==> src/rtl/mac_accum.sv <==
// mac_accum: framed signed multiply-accumulate around an external 8x8 multiplier,
// with saturating accumulation and valid/ready input and output streams.
module mac_accum #(
  parameter int ACC_W = 24,
  parameter int LEN_W = 8
) (
  input  logic                    clk,
  input  logic                    rst_n,
  input  logic                    in_valid,
  output logic                    in_ready,
  input  logic signed [7:0]       x,
  input  logic signed [7:0]       y,
  input  logic [LEN_W-1:0]        len,
  output logic signed [7:0]       mul_x,
  output logic signed [7:0]       mul_y,
  input  logic signed [15:0]      mul_p,
  output logic                    out_valid,
  input  logic                    out_ready,
  output logic signed [ACC_W-1:0] out_acc,
  output logic                    out_sat
);
  typedef enum logic [1:0] {IDLE, RUN, FLUSH, HOLD} state_t;
  state_t state_q, state_d;
  logic in_ready_q, a_valid_q, a_last_q, fin_q, sat_q, out_valid_q, out_sat_q;
  logic signed [7:0] mul_x_q, mul_y_q;
  logic [LEN_W-1:0] cnt_q, len_q, last_idx;
  logic signed [ACC_W-1:0] acc_q, acc_d, out_acc_q;
  logic signed [ACC_W:0] sum;
  logic accept, last, ovf;
  assign accept   = in_valid && in_ready_q;
  assign last_idx = ((state_q == IDLE) ? len : len_q) - LEN_W'(1);
  assign last     = cnt_q == last_idx;
  assign sum      = {acc_q[ACC_W-1], acc_q} + (ACC_W+1)'(mul_p);
  assign ovf      = sum[ACC_W] ^ sum[ACC_W-1];
  assign acc_d    = !ovf ? sum[ACC_W-1:0] :
                    sum[ACC_W] ? {1'b1, {(ACC_W-1){1'b0}}} : {1'b0, {(ACC_W-1){1'b1}}};
  // FLUSH waits for the final product to land in the accumulator (fin_q) before HOLD
  always_comb begin
    state_d = (state_q == IDLE || state_q == RUN) ? (accept ? (last ? FLUSH : RUN) : state_q) :
              (state_q == FLUSH) ? (fin_q ? HOLD : FLUSH) :
              (out_ready ? IDLE : HOLD);
  end
  always_ff @(posedge clk or negedge rst_n) begin
    if (!rst_n) begin
      state_q     <= IDLE;
      in_ready_q  <= 1'b0;
      mul_x_q     <= '0;
      mul_y_q     <= '0;
      a_valid_q   <= 1'b0;
      a_last_q    <= 1'b0;
      fin_q       <= 1'b0;
      cnt_q       <= '0;
      len_q       <= '0;
      acc_q       <= '0;
      sat_q       <= 1'b0;
      out_valid_q <= 1'b0;
      out_acc_q   <= '0;
      out_sat_q   <= 1'b0;
    end else begin
      state_q    <= state_d;
      in_ready_q <= (state_d == IDLE) || (state_d == RUN);
      a_valid_q  <= accept;
      a_last_q   <= accept && last;
      fin_q      <= a_valid_q && a_last_q;
      if (accept) begin
        mul_x_q <= x;
        mul_y_q <= y;
        cnt_q   <= last ? '0 : cnt_q + LEN_W'(1);
        if (state_q == IDLE) len_q <= len;
      end
      if (a_valid_q) begin
        acc_q <= acc_d;
        sat_q <= sat_q | ovf;
      end else if (fin_q) begin
        acc_q <= '0;
        sat_q <= 1'b0;
      end
      if (fin_q) begin
        out_acc_q   <= acc_q;
        out_sat_q   <= sat_q;
        out_valid_q <= 1'b1;
      end else if (out_ready) begin
        out_valid_q <= 1'b0;
      end
    end
  end
  assign in_ready  = in_ready_q;
  assign mul_x     = mul_x_q;
  assign mul_y     = mul_y_q;
  assign out_valid = out_valid_q;
  assign out_acc   = out_acc_q;
  assign out_sat   = out_sat_q;
endmodule

==> config.mk <==
export PLATFORM = sky130hd
export DESIGN_NAME = mac_accum
export DESIGN_NICKNAME = d
export VERILOG_FILES = /design/src/rtl/mac_accum.sv
export SDC_FILE = /design/constraint.sdc
export NUM_CORES = 1
export LEC_CHECK = 0
export ABC_AREA = 0
export ABC_CLOCK_PERIOD_IN_PS = 3750
export CAP_MARGIN = 20
export CORE_ASPECT_RATIO = 1.1
export CORE_MARGIN = 2
export CORE_UTILIZATION = 56
export CTS_BUF_LIST = sky130_fd_sc_hd__clkbuf_2
export DETAILED_ROUTE_END_ITERATION = 10
export PLACE_DENSITY = 0.83
export SYNTH_ARGS = -nofsm -noshare
export SYNTH_HDL_FRONTEND = slang
export SYNTH_SLANG_ARGS = --single-unit
==> constraint.sdc <==
create_clock -name clk -period 3.75 [get_ports clk]
set_input_delay 0.375 -clock clk [delete_from_list [all_inputs] [get_ports clk]]
set_output_delay 0.375 -clock clk [all_outputs]
set_load 0.01 [all_outputs]
# Yosys cells after proc, flatten, opt, wreduce, memory -nomap -nowiden
# Index checks and enable logic that the tools add are counted.
# totals
register_bits,89
out_inout_bits,43
# op_classes
addsub,3
eq_ne,4
n_mux,16
n_bitwise,2
n_reduce_logical,9
# ops
cell,count
two-way mux 24 bit,4
adder 24 x 16 -> 25 bit,1
two-way mux 8 bit,2
two-way mux 2 bit,5
adder 8 x 1 -> 8 bit (second input constant),1
equality test 8 bit,1
subtractor 8 x 1 -> 8 bit (second input constant),1
two-way mux 1 bit,5
equality test 2 x 1 -> 1 bit (second input constant),2
logical NOT 2 bit,2
nonzero test 2 bit,2
logical AND 1 bit,3
equality test 2 bit (second input constant),1
logical OR 1 bit,2
OR 1 bit,1
bitwise XOR 1 bit,1

# Longest topological paths before layout
# Gate-level depths: netlist (run 1).
# depth
word_depth,9
ltp_mapped,13

# Worst setup path after synthesis (run 1)
# Ideal clock, no wire load.
# synth_timing
path_kind,flip-flop to flip-flop
start,register acc_q[0]
end,register acc_q[4]
setup_time_ps,146
arrival_time_ps,2728
t_required_ps,3604
setup_slack_ps,877
path_stages_with_launch,12
path_buffers,1
period_less_slack_ps,2873
cell_sequence,dfrtp_1 ha_1 fa_1 a21o_1 a31o_2 and3_1 o211a_1 nor2_1 o21a_1 xnor2_1 clkbuf_1 a22oi_1
# synth_via
elab_chain_cells,4
elab_cells_between_ends,5
classes_between,add/sub (1); mux (3); bitwise (1)
# synth_lines
item,line,text
from (decl),27,"logic signed [ACC_W-1:0] acc_q, acc_d, out_acc_q;"
from (signal assigned),54,acc_q <= '0;
from (signal assigned),72,acc_q <= acc_d;
from (signal assigned),75,acc_q <= '0;
adder 24 x 16 -> 25 bit (*),33,"assign sum = {acc_q[ACC_W-1], acc_q} + (ACC_W+1)'(mul_p);"
two-way mux 24 bit / bitwise XOR 1 bit (equally long branches),"36, 34",
two-way mux 24 bit (*),35,assign acc_d = !ovf ? sum[ACC_W-1:0] :
two-way mux 24 bit (*),71,if (a_valid_q) begin
# Mark *: on every way between the ends. The rest lies on a longest branch, timed or not.
# A chain may end at the register's enable or synchronous reset.

==> results.yml, run 1 <==
timing:
  max_slew_margin_pct: 47.4
  clock_skew_ps: 29.8
  rsz0062_at_grt: "no"
  period_needed_ps: 3240
  hold_viol_final: 0
  drv_slew: 0
  setup_viol: 0
  setup_tns_ps: 0
  tightest_slew_ps: 787
  finalCritPeriodShare_pct: 86.5
  holdWs_ps: 175
  max_freq_mhz: 308
synthesis:
  synth_flop_cell: "dfrtp_1"
  async_reset_ff_share_pct: 100
  syn_area_per_cell_sq_um: 9.98
  syn-num-nets: 594
  synth.largest_area_cell: "dfrtp_1"
  syn-instance-count: 523
  yosys_register_bits: 89
  syn_area_sq_um: 5220
  synth_area_leaders: "dfrtp_1, mux2_2, nand2_1"
  yosys_warnings: 0
  ys_seq_area_share_pct: 42.7
  synth_edf_count: 0
  synth.top_cell.area_share_pct: 42.7
  synth_cell_type_count: 57
floorplanning:
  ios: 87
  core_area_sq_um: 8960
  die_area_sq_um: 10100
  die_h_microns: 105
  start_util_pct: 58.2
  rows: 36
  die_width_microns: 96.1
clock_tree:
  htree_levels: 3
  cts_root_buffer: "clkbuf_2"
  clk_pin_slew_worst_paths_ps: 250
  cts.sinks: 89
  clkLatencyLatePin_ps: 550
  clk_path_buf_depth: 2
  cts_resized: 0
  tritoncts: "built"
  postCtsHoldBufs: 0
  cts_made_buffers: 9
  cts_setup_buffers: 0
detailed_routing:
  drc: 0
  num_vias: 4228
  via_per_inst: 5.82
  detail-route-antenna-nets: 0
  dr.pass1.iters: 4
  drt_iter0_drc: 161
  wirelength_microns: 11600
  wl_per_cell_microns: 16.0
worst_setup_path:
  worstSetupPathType: "register to register"
  r2r_slack_ps: 510
  end_kind: "register"
  crit_path_max_fanout: 10
  start_kind: "register"
  worst-endpoint-arrival_ps: 3710
  worstPathRequired_ps: 4210
  rr_worst_depth: 11
power:
  p_int_w: 0.00308
  p_clk_share_pct: 9.2
  power_frac_seq_pct: 31.6
  power.density_nw_per_um2: 857
  power.switching_w: 0.00232
  power_frac_comb_pct: 59.2
  ir_worst_vdd_mv: 0.383
  power.share.switching_pct: 43.0
  power_leakage_nw: 2.91
cells_and_area:
  drive_gt1_share_pct: 12.1
  layout_common_cells: "nand2_1, dfrtp_1, clkdlybuf4s50_1"
  multi_input_comb_area_sq_um: 2850
  nets: 678
  regArea_sq_um: 2230
  final_area_sq_um: 6300
  final_common_cell: "nand2_1"
  n_antenna_cell: 0
  area_delta_synth_final_pct: 20.7
  fill_cells: 689
flow_run:
  drv_cap: 0
global_route:
  grt_max_degree: 90
  met2_usage_pct: 40.3
  grtUsageMet1_pct: 28.7
  grt.overflow.total: 0
  grt_pass1_vias: 4237
  grt.total_usage_pct: 23.7
  busiest_layer: "met2"
  grt_pass1_wl_microns: 19100
  use_met3_pct: 4.93
  antenna_found_initial: 0
worst_hold_path:
  hold_class: "input pin to asynchronous set/reset pin"
outcome:
  status: "finished, final reports clean"
placement:
  io_buffer_count: 86
  hpwlAfterDp_microns: 8330
  dpl_cell_area_sq_um: 6150
  gp_congestion: 0.855
[sequential cells by signal, indices dropped and copies added, names as in the netlist, named ones only]
| register | flops |
|---|---|
| cnt_q | 8 |
| a_valid_q | 1 |
| mul_y | 8 |
| sat_q | 1 |
| len_q | 8 |
| acc_q | 24 |
| out_valid | 1 |
| out_sat | 1 |
| mul_x | 8 |
| fin_q | 1 |
| a_last_q | 1 |
| out_acc | 24 |
| in_ready | 1 |
[Yosys cell counts (2+ instances only)]
library cell	instances
xnor2_1	15
a22oi_1	23
clkbuf_1	15
o31ai_1	4
a31oi_1	7
a21oi_1	38
nor3_1	8
nor3b_1	5
o21a_1	3
a21o_1	18
ha_1	26
buf_2	2
nor2_1	11
mux2_2	34
xor2_1	14
or3_1	3
and2_1	6
or4_1	3
nand2_1	95
buf_6	3
nand2b_1	8
dfrtp_1	89
nand4_1	4
or2_2	3
a21boi_0	2
o31a_2	2
o211ai_1	4
nor2b_1	2
inv_1	7
o21ai_0	17
a211oi_1	3
nand3_1	8
and3_1	9
mux2i_1	8
a2111oi_4	2
[final cells by class]
class,count,area share (%)
clock inverters,5,0.874
clock buffers,11,0.874
inverters,7,0.417
multi-input cells,405,45.2
well taps,114,2.26
flip-flops and latches,89,35.3
repair buffers,95,15.0
[stage by stage]
stage | power (W) | setup slack (ps) | util (%) | cells
detailed placement | 0.00489 | 189 | 68.7 | 708
global route | 0.00583 | 297 | 70.3 | 726
global placement | 0.00476 | 258 | 68.7 | 708
CTS | 0.00540 | 525 | 69.9 | 724
floorplan | 0.00397 | 877 | - | 523
finish | 0.00540 | 505 | 70.3 | 726
[kinds of logic after synthesis]
logic type	after synthesis	synth area share, %
and+or+nand+nor	170	15.4
AOI/OAI and AO/OA	136	18.3
DFF	89	42.7
muxes	42	8.87
xor gates and xnor gates	30	5.32
buffers and inverters	29	2.83
adders and majority gates	27	6.62
[metal layers]
layer	vias up	share of wire, %
met5	-	0
met4	0	2.3
met3	28	5.5
met1	2026	42
met2	113	50
li1	2061	-
[power by group through the flow]
stage	registers, W	clock network [W]	logic [W]
final	0.00171	0.000497	0.00320
after CTS	0.00171	0.000505	0.00319
after global routing	0.00177	0.000543	0.00352
after floorplan	0.00171	0	0.00226
after global placement	0.00171	0	0.00305
after detailed placement	0.00173	0	0.00316
[how the worst max path moves through the flow]
stage | from | slack (ps) | end | depth (start not counted)
6_report | register | 510 | register | 11
5_1_grt | register | 300 | in_ready | 11
4_1_cts | register | 530 | register | 11
3_5_place_dp | mul_p[0] | 190 | acc_q[12] | 12
3_3_place_gp | mul_p[1] | 260 | acc_q[18] | 10
2_1_floorplan | acc_q[0] | 880 | acc_q[4] | 11
[worst max-delay path, stage by stage (launching register included)]
cell	delay, ps
dfrtp_1	540
nor2_1	230
buf_4	240
mux2i_1	250
ha_1	270
inv_1	140
nor3_1	230
xnor3_2	180
nand4_1	140
a2111oi_4	530
and2_1	310
o31ai_1	110
Power figures use the tool's default switching activity.
==> run 2, diff against run 1 <==
--- a/config.mk
+++ b/config.mk
@@ -10,10 +10,11 @@
 export CAP_MARGIN = 20
 export CORE_ASPECT_RATIO = 1.1
 export CORE_MARGIN = 2
-export CORE_UTILIZATION = 56
+export CORE_UTILIZATION = 50
 export CTS_BUF_LIST = sky130_fd_sc_hd__clkbuf_2
 export DETAILED_ROUTE_END_ITERATION = 10
-export PLACE_DENSITY = 0.83
+export PLACE_DENSITY = 0.76
+export REMOVE_ABC_BUFFERS = 1
 export SYNTH_ARGS = -nofsm -noshare
 export SYNTH_HDL_FRONTEND = slang
 export SYNTH_SLANG_ARGS = --single-unit
==> results.yml, run 2 (same netlist as run 1, synthesis figures left out) <==
detailed_routing:
  via_per_inst: 5.58
  drt_iter0_drc: 172
  drc: 0
  num_vias: 4216
  detail-route-antenna-nets: 0
  wirelength_microns: 11600
  wl_per_cell_microns: 15.4
  dr.pass1.iters: 4
power:
  ir_worst_vdd_mv: 0.331
  p_int_w: 0.00316
  power_frac_comb_pct: 58.6
  power_leakage_nw: 2.92
  power.density_nw_per_um2: 861
  power.switching_w: 0.00232
  power.share.switching_pct: 42.3
  p_clk_share_pct: 10.0
  power_frac_seq_pct: 31.3
placement:
  io_buffer_count: 86
  hpwlAfterDp_microns: 8450
  pre_cts_slack_ps: 172
  gp_congestion: 0.848
  dpl_cell_area_sq_um: 6190
worst_setup_path:
  crit_path_max_fanout: 23
  r2r_end: "acc_q[20]"
  r2r_start: "acc_q[1]"
  end_kind: "register"
  worst-endpoint-arrival_ps: 3710
  worstPathRequired_ps: 4240
  start_kind: "register"
  worstSetupPathType: "register to register"
  r2r_slack_ps: 540
  crit_end: "acc_q[20]"
  rr_worst_depth: 9
  startpoint: "acc_q[1]"
cells_and_area:
  final_common_cell: "nand2_1"
  drive_gt1_share_pct: 12.1
  area_delta_synth_final_pct: 21.9
  n_antenna_cell: 0
  nets: 678
  fill_cells: 871
  final_area_sq_um: 6360
  layout_common_cells: "nand2_1, dfrtp_1, clkdlybuf4s50_1"
timing:
  period_needed_ps: 3210
  setup_viol: 0
  finalCritPeriodShare_pct: 85.7
  hold_viol_final: 0
  drv_slew: 0
  clock_skew_ps: 20.8
  max_freq_mhz: 311
  rsz0062_at_grt: "no"
  setup_slack_ps: 536
  max_slew_margin_pct: 43.2
  tightest_slew_ps: 851
  setup_tns_ps: 0
global_route:
  grt_max_degree: 90
  grt_pass1_wl_microns: 20300
  antenna_found_initial: 0
  grt_pass1_vias: 4346
  grt.overflow.total: 0
  grt.total_usage_pct: 22.2
clock_tree:
  cts_made_buffers: 9
  cts_root_buffer: "clkbuf_2"
  clk_pin_slew_worst_paths_ps: 230
  tritoncts: "built"
  htree_levels: 3
  cts.sinks: 89
  clk_path_buf_depth: 2
  clkLatencyLatePin_ps: 560
flow_run:
  drv_cap: 0
outcome:
  status: "finished, final reports clean"
floorplanning:
  core_area_sq_um: 10300
  die_area_sq_um: 11300
  rows: 39
  die_h_microns: 111
  ios: 87
  start_util_pct: 50.7
  die_width_microns: 101
worst_hold_path:
  hold_class: "input pin to asynchronous set/reset pin"
## run 2: changes by cell type in the layout (fill, tap and decap cells not counted), sizes merged
cell	delta
bufinv	+1
inv	-1
## run 2: worst min-delay path by stage
stage             start                          to  slack, ps
3_5_place_dp   a_last_q                       fin_q        460
4_1_cts           rst_n                  out_acc[1]        0.5
5_1_grt           rst_n                 out_acc[10]        200
2_1_floorplan     rst_n  asynchronous set/reset pin         80
6_report          rst_n                 out_acc[10]        210
3_3_place_gp   a_last_q                       fin_q        440
## run 2: per-layer routing
metal	routed length (microns)	track usage, %	vias up
met2	5670	36.0	125
met3	769	5.86	26
met1	4950	28.6	2006
met4	251	7.57	0
met5	0	0	-
li1	-	-	2059
## run 2: metrics by stage
| stage | hold WS, ps | instances | utilization [%] | power (W) |
|---|---|---|---|---|
| after detailed placement | 458 | 737 | 60.1 | 0.00493 |
| after global routing | 202 | 755 | 61.8 | 0.00597 |
| after CTS | 0.480 | 753 | 61.4 | 0.00549 |
| final | 207 | 755 | 61.8 | 0.00548 |
| after floorplan | 79.4 | 501 | - | 0.00390 |
| after global placement | 439 | 737 | 60.1 | 0.00480 |
## run 2: final cells by class
type / instances / area [sq um] / area share [%]
Clock inverter: 5 / 80.1 / 1.26
Timing Repair Buffer: 95 / 948 / 14.9
Multi-Input combinational cell: 405 / 2850 / 44.8
Tap cell: 143 / 179 / 2.81
Sequential cell: 89 / 2230 / 35.0
Inverter: 7 / 26.3 / 0.413
Clock buffer: 11 / 55.1 / 0.865
## run 2: worst max-delay path: stages, from the launching register on
cell	delay (ps)
dfrtp_1	510
ha_1	330
a211oi_1	270
o211ai_1	150
nand4_1	190
a211oi_1	140
or2_2	370
a311oi_4	310
mux2_2	570
o31ai_1	310
## run 2: what timing repair did
item	CTS	global route
hold buffers	0	1
setup buffers	0	0
gates resized for setup	0	0
hold endpoints to repair	0	23
## run 2: power groups by stage
stage | sequential [W] | combinational (W) | clock (W)
final | 0.00172 | 0.00321 | 0.000551
after global routing | 0.00178 | 0.00358 | 0.000608
after CTS | 0.00172 | 0.00321 | 0.000570
after detailed placement | 0.00174 | 0.00319 | 0
after global placement | 0.00172 | 0.00308 | 0
after floorplan | 0.00173 | 0.00217 | 0
==> run 3, diff against run 2 <==
--- a/config.mk
+++ b/config.mk
@@ -5,7 +5,7 @@
 export SDC_FILE = /design/constraint.sdc
 export NUM_CORES = 1
 export LEC_CHECK = 0
-export ABC_AREA = 0
+export ABC_AREA = 1
 export ABC_CLOCK_PERIOD_IN_PS = 3750
 export CAP_MARGIN = 20
 export CORE_ASPECT_RATIO = 1.1
@@ -13,7 +13,7 @@
 export CORE_UTILIZATION = 50
 export CTS_BUF_LIST = sky130_fd_sc_hd__clkbuf_2
 export DETAILED_ROUTE_END_ITERATION = 10
-export PLACE_DENSITY = 0.76
+export PLACE_DENSITY = 0.75
 export REMOVE_ABC_BUFFERS = 1
 export SYNTH_ARGS = -nofsm -noshare
 export SYNTH_HDL_FRONTEND = slang
==> results.yml, run 3 <==
outcome:
  status: "finished, final reports clean"
global_route:
  grt.overflow.total: 0
  grt_pass1_vias: 4849
  grt.total_usage_pct: 23.0
  grt_max_degree: 42
  antenna_found_initial: 0
  grt_pass1_wl_microns: 23000
worst_setup_path:
  start_kind: "register"
  crit_slowest_cell: "fa_1"
  max_stage_delay_ps: 470
  end_kind: "register"
  path_cells: "ha_1 -> fa_1 -> nand2_1 -> nand3_1 -> nand3_1 -> nand2_1 -> nand2_1 -> nand3_1 -> nand2_1 -> nand2_1 -> nand2_2 -> inv_1 -> o21ai_0 -> nand2_1"
  worstPathRequired_ps: 4220
  crit_path_max_fanout: 23
  path_common_cell: "nand2_1"
  crit_family: "simple AND/OR/NAND/NOR gates"
  worst-endpoint-arrival_ps: 3390
  crit_buf_inv: 1
  worstSetupPathType: "register to register"
timing:
  max_freq_mhz: 342
  max_slew_margin_pct: 43.4
  tightest_slew_ps: 844
  setup_tns_ps: 0
  finalCritPeriodShare_pct: 77.9
  drv_slew: 0
  setup_slack_ps: 829
  period_needed_ps: 2920
  setup_viol: 0
  clock_skew_ps: 56.8
  rsz0062_at_grt: "no"
  hold_viol_final: 0
detailed_routing:
  wirelength_microns: 13900
  via_per_inst: 5.01
  detail-route-antenna-nets: 0
  num_vias: 5337
  drt_iter0_drc: 381
  drc: 0
  wl_per_cell_microns: 13.0
  dr.pass1.iters: 6
synthesis:
  synth_top_family_by_area: "simple AND/OR/NAND/NOR gates"
  yosys.area_share.simple_pct: 39.8
  synth_edf_count: 0
  synth_area_leaders: "dfrtp_1, nand2_1, ha_1"
  synthTopCellsByCount: "nand2_1, dfrtp_1, inv_1"
  yosysMostFrequentCell: "nand2_1"
  synth.top_cell.area_share_pct: 38.2
  synth_compound_area_share_pct: 5.41
  yosys_warnings: 0
  synth_flop_cell: "dfrtp_1"
  syn_area_sq_um: 5830
  yosys_register_bits: 89
  synth_fa_ha_area_share_pct: 5.93
  synth_cell_type_count: 32
  async_reset_ff_share_pct: 100
  synthMuxAreaShare_pct: 0
  synth.largest_area_cell: "dfrtp_1"
  ys_seq_area_share_pct: 38.2
  synth-xor-area-share_pct: 3.16
  syn-instance-count: 825
  syn_area_per_cell_sq_um: 7.06
power:
  total_power_w: 0.00174
  power.share.switching_pct: 29.4
  p_int_w: 0.00123
  power.switching_w: 0.000512
  power.density_nw_per_um2: 252
  ir_worst_vdd_mv: 0.138
  power_frac_comb_pct: 16.1
  p_clk_share_pct: 28.7
  power_leakage_nw: 3.65
  power_frac_seq_pct: 55.2
clock_tree:
  clk_pin_slew_worst_paths_ps: 290
  tritoncts: "built"
  cts.sinks: 89
  cts_root_buffer: "clkbuf_2"
  clkLatencyLatePin_ps: 600
  clk_path_buf_depth: 2
  htree_levels: 3
  cts_made_buffers: 9
  cts_setup_buffers: 0
cells_and_area:
  finish.utilization_pct: 60.6
  layout_common_cells: "nand2_1, dfrtp_1, clkdlybuf4s50_1"
  fill_cells: 1103
  nets: 982
  n_antenna_cell: 0
  drive_gt1_share_pct: 8.52
  area_delta_synth_final_pct: 18.9
  final_area_sq_um: 6930
  final_common_cell: "nand2_1"
worst_hold_path:
  hold_class: "input pin to asynchronous set/reset pin"
placement:
  gp_congestion: 0.955
  pre_cts_slack_ps: 447
  io_buffer_count: 86
  dpl_cell_area_sq_um: 6810
  hpwlAfterDp_microns: 10400
floorplanning:
  ios: 87
  die_area_sq_um: 12500
  die_width_microns: 107
  start_util_pct: 50.9
  rows: 41
  core_area_sq_um: 11400
  die_h_microns: 117
flow_run:
  drv_cap: 0
[run 3: changes by cell type in the layout (fill, tap and decap cells not counted), moves of 9 or more]
| cell | before | now |
|---|---|---|
| inv_1 | 7 | 77 |
| a22oi_1 | 23 | 0 |
| nand4_1 | 4 | 14 |
| nand2_1 | 95 | 375 |
| nand2_2 | 0 | 16 |
| nor2_1 | 10 | 32 |
| nand3_2 | 0 | 14 |
| nand3_1 | 8 | 48 |
| a21oi_1 | 38 | 24 |
| nor2_2 | 1 | 10 |
| and3_1 | 9 | 0 |
| mux2_2 | 34 | 0 |
| a21o_1 | 18 | 1 |
[run 3: final timing paths]
check                      slack (ps)     start  cells after the start    endpoint
setup / recovery                  830  acc_q[0]                     14    acc_q[1]
hold / removal                    180     rst_n                      2  out_acc[5]
setup reg to reg                  830  acc_q[0]                     14    acc_q[1]
hold reg to reg                   480  a_last_q                      2       fin_q
max in group asynchronous        2650     rst_n                      3   acc_q[16]
min in group clk                  280      x[7]                      3    mul_x[7]
[run 3: cell families (layout without fill, tap and decap cells)]
family	count (synthesis)	after routing
fa+ha+maj	27	27
xor+xnor	21	21
simple gates	528	528
buf+inv	103	194
flops	89	89
compound gates	57	57
[run 3: timing repair]
| action | in CTS | in global routing |
|---|---|---|
| gates resized for setup | 0 | 0 |
| hold buffers | 1 | 0 |
| hold endpoints to repair | 27 | 0 |
[run 3: power groups by stage]
stage / clock [W] / combinational, W / sequential [W]
3_5_place_dp: 0 / 0.000277 / 0.000978
4_1_cts: 0.000512 / 0.000279 / 0.000962
6_report: 0.000500 / 0.000281 / 0.000962
2_1_floorplan: 0 / 0.000168 / 0.000978
5_1_grt: 0.000556 / 0.000315 / 0.000963
3_3_place_gp: 0 / 0.000277 / 0.000978
[run 3: area by class of cell]
cell class                      count  area (sq um)  share of cell area (%)
Multi-Input combinational cell    633          3170                    45.7
Sequential cell                    89          2230                    32.1
Timing Repair Buffer               94           921                    13.3
Inverter                           84           318                    4.59
Tap cell                          150           188                    2.71
Clock inverter                      6          58.8                   0.849
Clock buffer                       10          50.0                   0.722
[run 3: layer usage]
metal  routed length, microns  GRT usage [%]
met3                      649           4.04
met4                      150           5.54
met5                        0              0
met2                     6350           37.3
met1                     6720           32.5
[run 3: stage by stage]
stage               instances  hold WS (ps)
floorplan                 806          79.4
global placement         1049           333
detailed placement       1049           335
CTS                      1066           158
global route             1066           185
finish                   1066           179
